==> src/rtl/dmac_pkg.sv <==
// ------------------------------------------------------------------
// dmac_pkg: shared DMAC state encoding and data width.  Rev 1.0
// ------------------------------------------------------------------
`default_nettype none

package dmac_pkg;

  typedef enum logic [1:0] {
    S_IDLE  = 2'd0,
    S_FETCH = 2'd1,
    S_WRITE = 2'd2,
    S_DONE  = 2'd3
  } state_t;

  localparam int DMAC_DATA_W = 16;

endpackage

`default_nettype wire

==> src/rtl/dma_fifo_drain.sv <==
// ------------------------------------------------------------------
// dma_fifo_drain: pops channel-FIFO words and writes them to consecutive
// addresses; optional ack watchdog via DMA_DRAIN_TIMEOUT_EN.  Rev 1.0
// ------------------------------------------------------------------
`default_nettype none

module dma_fifo_drain
  import dmac_pkg::*;
#(
  parameter int DATA_W  = DMAC_DATA_W,
  parameter int ADDR_W  = 16,
  parameter int LEN_W   = 8,
  parameter int TIMEOUT = 64
) (
  input  logic              clk,
  input  logic              rst,
  input  logic              start,
  input  logic [ADDR_W-1:0] dst_addr,
  input  logic [LEN_W-1:0]  xfer_len,
  input  logic [DATA_W-1:0] fifo_dout,
  input  logic              fifo_empty,
  output logic              fifo_rd_en,
  output logic              mem_req,
  output logic              mem_we,
  output logic [ADDR_W-1:0] mem_addr,
  output logic [DATA_W-1:0] mem_wdata,
  input  logic              mem_ack,
  output logic              busy,
  output logic              done,
  output logic              err
);

  if (TIMEOUT < 1) begin : g_timeout_check
    $error("dma_fifo_drain: TIMEOUT must be at least 1");
  end

  state_t            state, state_nxt;
  logic [ADDR_W-1:0] addr_q;
  logic [LEN_W-1:0]  rem_q;
  logic [DATA_W-1:0] wdata_q;
  logic              accept;
  logic              wd_hit;

  assign accept = (state == S_IDLE) && start;

  always_comb begin
    state_nxt  = state;
    fifo_rd_en = 1'b0;
    mem_req    = 1'b0;
    busy       = 1'b0;
    done       = 1'b0;
    case (state)
      S_IDLE: begin
        if (start) state_nxt = (xfer_len == '0) ? S_DONE : S_FETCH;
      end
      S_FETCH: begin
        busy       = 1'b1;
        fifo_rd_en = !fifo_empty;
        if (!fifo_empty) state_nxt = S_WRITE;
      end
      S_WRITE: begin
        busy    = 1'b1;
        mem_req = 1'b1;
        // An ack arriving on the watchdog's last cycle still completes the word.
        if (mem_ack)     state_nxt = (rem_q == LEN_W'(1)) ? S_DONE : S_FETCH;
        else if (wd_hit) state_nxt = S_DONE;
      end
      default: begin
        done      = 1'b1;
        state_nxt = S_IDLE;
      end
    endcase
  end

  assign mem_we    = mem_req;
  assign mem_addr  = mem_req ? addr_q  : '0;
  assign mem_wdata = mem_req ? wdata_q : '0;

  always_ff @(posedge clk or posedge rst) begin
    if (rst) begin
      state   <= S_IDLE;
      addr_q  <= '0;
      rem_q   <= '0;
      wdata_q <= '0;
    end else begin
      state <= state_nxt;
      if (accept) begin
        addr_q <= dst_addr;
        rem_q  <= xfer_len;
      end
      if (fifo_rd_en) wdata_q <= fifo_dout;
      if (state == S_WRITE && mem_ack) begin
        addr_q <= addr_q + 1'b1;
        rem_q  <= rem_q - 1'b1;
      end
    end
  end

`ifdef DMA_DRAIN_TIMEOUT_EN
  localparam int CNT_W = $clog2(TIMEOUT + 1);

  logic [CNT_W-1:0] wd_cnt;
  logic             err_q;

  assign wd_hit = (state == S_WRITE) && !mem_ack && (wd_cnt == CNT_W'(TIMEOUT - 1));
  assign err    = err_q;

  // The pop edge is the only way into WRITE, so it restarts the watchdog.
  always_ff @(posedge clk or posedge rst) begin
    if (rst) begin
      wd_cnt <= '0;
      err_q  <= 1'b0;
    end else begin
      if (fifo_rd_en)                      wd_cnt <= '0;
      else if (state == S_WRITE && !mem_ack) wd_cnt <= wd_cnt + 1'b1;
      if (accept)      err_q <= 1'b0;
      else if (wd_hit) err_q <= 1'b1;
    end
  end
`else
  assign wd_hit = 1'b0;
  assign err    = 1'b0;
`endif

endmodule

`default_nettype wire
==> config.mk <==
export PLATFORM = sky130hd
export DESIGN_NAME = dma_fifo_drain
export DESIGN_NICKNAME = d
export VERILOG_FILES = /design/src/rtl/dmac_pkg.sv /design/src/rtl/dma_fifo_drain.sv
export SDC_FILE = /design/constraint.sdc
export NUM_CORES = 1
export LEC_CHECK = 0
export ABC_AREA = 1
export CAP_MARGIN = 20
export CORE_MARGIN = 2
export CORE_UTILIZATION = 38
export CTS_BUF_LIST = sky130_fd_sc_hd__clkbuf_2 sky130_fd_sc_hd__clkbuf_4 sky130_fd_sc_hd__clkbuf_8
export DETAILED_ROUTE_END_ITERATION = 12
export PLACE_DENSITY = 0.71
export REMOVE_ABC_BUFFERS = 1
export SLEW_MARGIN = 10
export SYNTH_ARGS = -nofsm -noshare
export SYNTH_HDL_FRONTEND = slang
export SYNTH_SLANG_ARGS = --single-unit
==> constraint.sdc <==
create_clock -name clk -period 2.1 [get_ports clk]
set_input_delay 0.525 -clock clk [delete_from_list [all_inputs] [get_ports clk]]
set_output_delay 0.525 -clock clk [all_outputs]
set_load 0.03 [all_outputs]
## Word-level counts from Yosys, hierarchy flattened

Cells that the tools add are included.

| storage, ports and cells | value |
|---|---|
| bits in registers | 42 |
| input bits | 45 |
| output and inout bits | 38 |
| logic and storage cells | 37 |

| cells by class | value |
|---|---|
| $add $sub $neg | 2 |
| eq/ne operators | 6 |
| mux-type cells | 16 |
| reductions and logical operators | 9 |

Operators with widths:

| cell | count |
|---|---|
| $mux W16 | 4 |
| $add A16 B1 Y16 const B | 1 |
| $mux W8 | 2 |
| $mux W2 | 5 |
| $eq A8 B1 Y1 const B | 1 |
| $logic_not A8 Y1 | 1 |
| $sub A8 B1 Y8 const B | 1 |
| $ne A2 B2 Y1 const B | 3 |
| $pmux W2 S3 | 1 |
| $mux W1 | 4 |
| $reduce_and A3 Y1 | 1 |
| $reduce_or A3 Y1 | 1 |
| $eq A2 B1 Y1 const B | 1 |
| $eq A2 B2 Y1 const B | 1 |
| $logic_and A1 B1 Y1 | 2 |
| $logic_not A2 Y1 | 1 |
| $reduce_bool A2 Y1 | 1 |
| $reduce_or A2 Y1 | 1 |
| $logic_not A1 Y1 | 1 |

## Longest topological paths before layout

| logic depth | value |
|---|---|
| depth after elaboration | 4 |
| mapped depth | 10 |
| mapped depth without buffers | 9 |

## Worst setup path after synthesis

Ideal clock, no wire load.

| timing | value |
|---|---|
| path type | reg-to-output |
| from | register state[0] |
| to | output port mem_addr[15] |
| data arrival time | 1.617 ns |
| required time | 1.575 ns |
| path slack | -0.042 ns |
| stages on the path, launching flop included | 7 |
| path buffers | 2 |
| path through | dfrtp_1 inv_1 ha_1 buf_4 clkbuf_1 nand2_1 inv_1 |

| on the way | value |
|---|---|
| cells in the longest elaborated chain, start to end | 3 |

RTL lines:

| what | line | source |
|---|---|---|
| start, declared | dma_fifo_drain.sv:37 | `state_t state, state_nxt;` |
| start signal, assigned | dma_fifo_drain.sv:86 | `state <= state_nxt;` |
| $eq A2 B2 Y1 | dma_fifo_drain.sv:52 | `case (state)` |
| $mux W1 | dma_fifo_drain.sv:52 |  |
| via mem_req | dma_fifo_drain.sv:23 | `output logic mem_req,` |
| $mux W16 | dma_fifo_drain.sv:76 | `assign mem_addr = mem_req ? addr_q : '0;` |
| end, declared | dma_fifo_drain.sv:25 | `output logic [ADDR_W-1:0] mem_addr,` |

The timed path passes the listed nets, and every way through them passes these cells.

## Final worst setup path

| timing | value |
|---|---|
| from | register state[1] |
| to | output port busy |

| on the way | value |
|---|---|
| cells in the longest elaborated chain, start to end | 3 |
| elaborated cells between the ends (all ways) | 4 |
| those cells by class | eq/ne (2); mux (1); reduce/logical (1) |

RTL lines:

| what | line | source |
|---|---|---|
| $eq A2 B2 Y1 or $eq A2 B1 Y1 (tied branches) | dma_fifo_drain.sv:52 |  |
| $reduce_or A2 Y1 (no line) (*) | n/a |  |
| $mux W1 (*) | dma_fifo_drain.sv:52 |  |
| end, declared | dma_fifo_drain.sv:28 | `output logic busy,` |

Mark *: on every way between the ends. The rest lies on a longest branch, timed or not.

==> key figures <==
Power and ir drop
  • Pwr Total: 0.00465 W
  • Internal Dissipation: 0.00248 W
  • Sw Ratio: 0.466
  • Clock share of power: 0.146
  • Combinational Power Share: 0.514
  • P_sw: 0.00217 W
  • Seq pwr share: 0.341
  • P_leak: 2.12 nW
  • Power Density: 1240 nW/um^2
  • Worst vdd ir: 0.853 mV

Clock tree
  • Clk pin slew, worst setup/hold paths: 0.09 ns
  • CTS max path bufs: 2
  • CTS tree: built
  • CTS Hold Buffers Added: 0
  • CTS buffer count: 5
  • Clock Sinks: 42
  • Clock Latency Late Sink: 0.30 ns
  • Clock root cell: clkbuf_8
  • H-tree Lvls: 2

Die
  • Die height: 89.2 um
  • Initial Util: 0.386
  • Area of the die: 7950 um^2
  • Core Area: 7140 um^2
  • Die width: 89.2 um
  • Row cnt: 31
  • Ports: 83

Setup path
  • Worst Path Max Fanout: 5
  • Arr. time, crit path: 1.52 ns
  • Startpoint Class: flip-flop
  • Crit path required time: 1.57 ns
  • Worst setup path category: reg -> out
  • Crit end category: primary output

Global routing
  • Vias in the first global route: 2544
  • First-pass GRT wire length: 11.7 mm
  • All-Layer GR Usage: 0.187
  • Antenna violations before repair: 0
  • Largest net degree at the start of global routing: 38
  • Grt ovf: 0

Route
  • TritonRoute pass-1 iters: 5
  • Post-DRT Antenna Nets: 0
  • Final wirelength: 7.34 mm
  • Initial DRC count: 152
  • Via-per-instance ratio: 4.71
  • Remaining DRCs: 0
  • Wire length per cell: 12.6 um
  • Routed via count: 2746

Placement
  • Final Wtd Congestion: 0.818
  • Placed Instances: 573
  • Area post-placement: 3590 um^2
  • Post-DP HPWL: 5.28 mm
  • Pre-CTS WS: 0.155 ns
  • IO buf count: 81

Timing
  • Layout Skew: 0.0117 ns
  • Final Hold Viols: 0
  • RSZ-0062 raised after global routing: false
  • Min Tclk post-route: 2.05 ns
  • Final period util: 0.976
  • Max Slew Vio Count: 0
  • Setup WS post-layout: 0.0505 ns
  • FMAX: 488 MHz
  • Setup violators final: 0

Cells and area
  • Most common cell after layout, fill and taps aside: nand2_1
  • Commonest non-fill, non-tap cells in the layout: nand2_1 (147), inv_1 (64), clkdlybuf4s50_1 (44)
  • Finished Layout Cells: 583
  • Reg area: 1050 um^2
  • Multi-input gate area: 1350 um^2
  • Nets: 537
  • Share of cells above drive strength 1: 0.157
  • FILL cells: 704
  • Antenna diodes: 0
  • Area Overhead vs Synth: 36.4%
  • Fin util: 0.526
  • Final instance area: 3760 um^2

Yosys
  • Post-synth cell types: 31
  • Cell area after synthesis: 2760 um^2
  • #FFs+latches synth: 42
  • Mux contribution to synthesized area: 0
  • Mapped Cells: 399
  • Seq/Total Area, Yosys: 0.381
  • Complex-gate fraction of the synthesized area: 0.0804
  • Mean post-synth cell area: 6.91 um^2
  • Largest family of logic cells by synthesized area: simple AND/OR/NAND/NOR gates
  • Post-synthesis simple-gate area fraction: 0.358
  • Synth warn: 0
  • Xor/xnor share of the synthesized area: 0.00954
  • Adder-Cell Fraction of Synth Area: 0.0363

Run
  • Max cap viols: 0

Min path
  • Hold Path Class: reg -> reg

Status
  • Status: finished clean
## final cells by class
cell class,instances,area share
flip-flops and latches,42,0.280
well taps,99,0.0330
repair buffers,90,0.223
clock inverters,1,0.00799
inverters,72,0.0746
multi-input cells,273,0.360
clock buffers,6,0.0220
## repair_timing
action | in CTS | in global routing
gates resized for setup | 3 | 4
setup buffers | 0 | 2
cloned | 0 | 1
endpoints found under the setup margin | 3 | 33
## layer usage
layer  part of all wire  routed length [um]  GRT usage  up-vias
met2               0.47                3470      0.316      103
met4             0.0050                  37     0.0326        0
li1                   -                   -          -     1386
met5                  0                   0          0        -
met1               0.44                3200      0.241     1253
met3              0.086                 631     0.0545        4
## cells in the mapped netlist, drive strengths merged
master,n,area [um^2]
a211oi,1,7.51
a21oi,5,25.0
a221oi,2,30.0
buf,9,73.8
clkbuf,3,11.3
conb,1,3.75
dfrtp,42,1050
ha,8,100
inv,72,280
nand2,152,598
nand3,27,140
nand4,6,37.5
nor2,35,181
nor3,6,30.0
o211ai,6,50.1
o21ai,18,90.1
o22ai,3,18.8
xor2,3,26.3
## power groups by stage
stage | Sequential, W | Combinational (W) | Clock, W
2_1_floorplan | 0.00147 | 0.00164 | 0
3_3_place_gp | 0.00156 | 0.00228 | 0
3_5_place_dp | 0.00158 | 0.00233 | 0
4_1_cts | 0.00157 | 0.00232 | 0.000683
5_1_grt | 0.00163 | 0.00267 | 0.000710
6_report | 0.00158 | 0.00239 | 0.000678
## cells by family after synthesis
logic type / Yosys count
AO/OA/AOI/OAI: 35
XOR/XNOR: 3
adder cells (fa/ha/maj): 8
buffers and inverters: 84
flip-flops: 42
other: 1
AND/OR/NAND/NOR: 226
## state kept, by name (all words and copies together) (netlist names)
| signal | cells |
|---|---|
| wdata_q | 16 |
| addr_q | 16 |
| rem_q | 8 |
| state | 2 |
## path summary, 6_finish.rpt
path                                    startpoint                      end  slack [ns]  cells past startpoint
max in group asynchronous                      rst    addr_q[1]$_DFFE_PP0P_        1.26                      3
min in group asynchronous                      rst   wdata_q[3]$_DFFE_PP0P_        0.58                      3
hold reg to reg            wdata_q[12]$_DFFE_PP0P_  wdata_q[12]$_DFFE_PP0P_        0.48                      2
setup reg to reg              state[0]$_DFFE_PP0P_     rem_q[0]$_DFFE_PP0P_        0.21                     10
hold / removal             wdata_q[12]$_DFFE_PP0P_  wdata_q[12]$_DFFE_PP0P_        0.48                      2
setup / recovery              state[1]$_DFFE_PP0P_                     busy        0.05                      3
## stage by stage
stage / setup TNS, ns / hold slack [ns]
finish: 0 / 0.480
global route: 0 / 0.491
CTS: -0.00384 / 0.481
detailed placement: 0 / 0.460
global placement: 0 / 0.454
floorplan: -23.10 / 0.442
## worst max-delay path: stages (launching register included)
cell and delay (ns):
dfrtp_1 0.46, inv_1 0.10, ha_1 0.28, dlygate4sd2_1 0.39
Power figures use the tool's default switching activity.
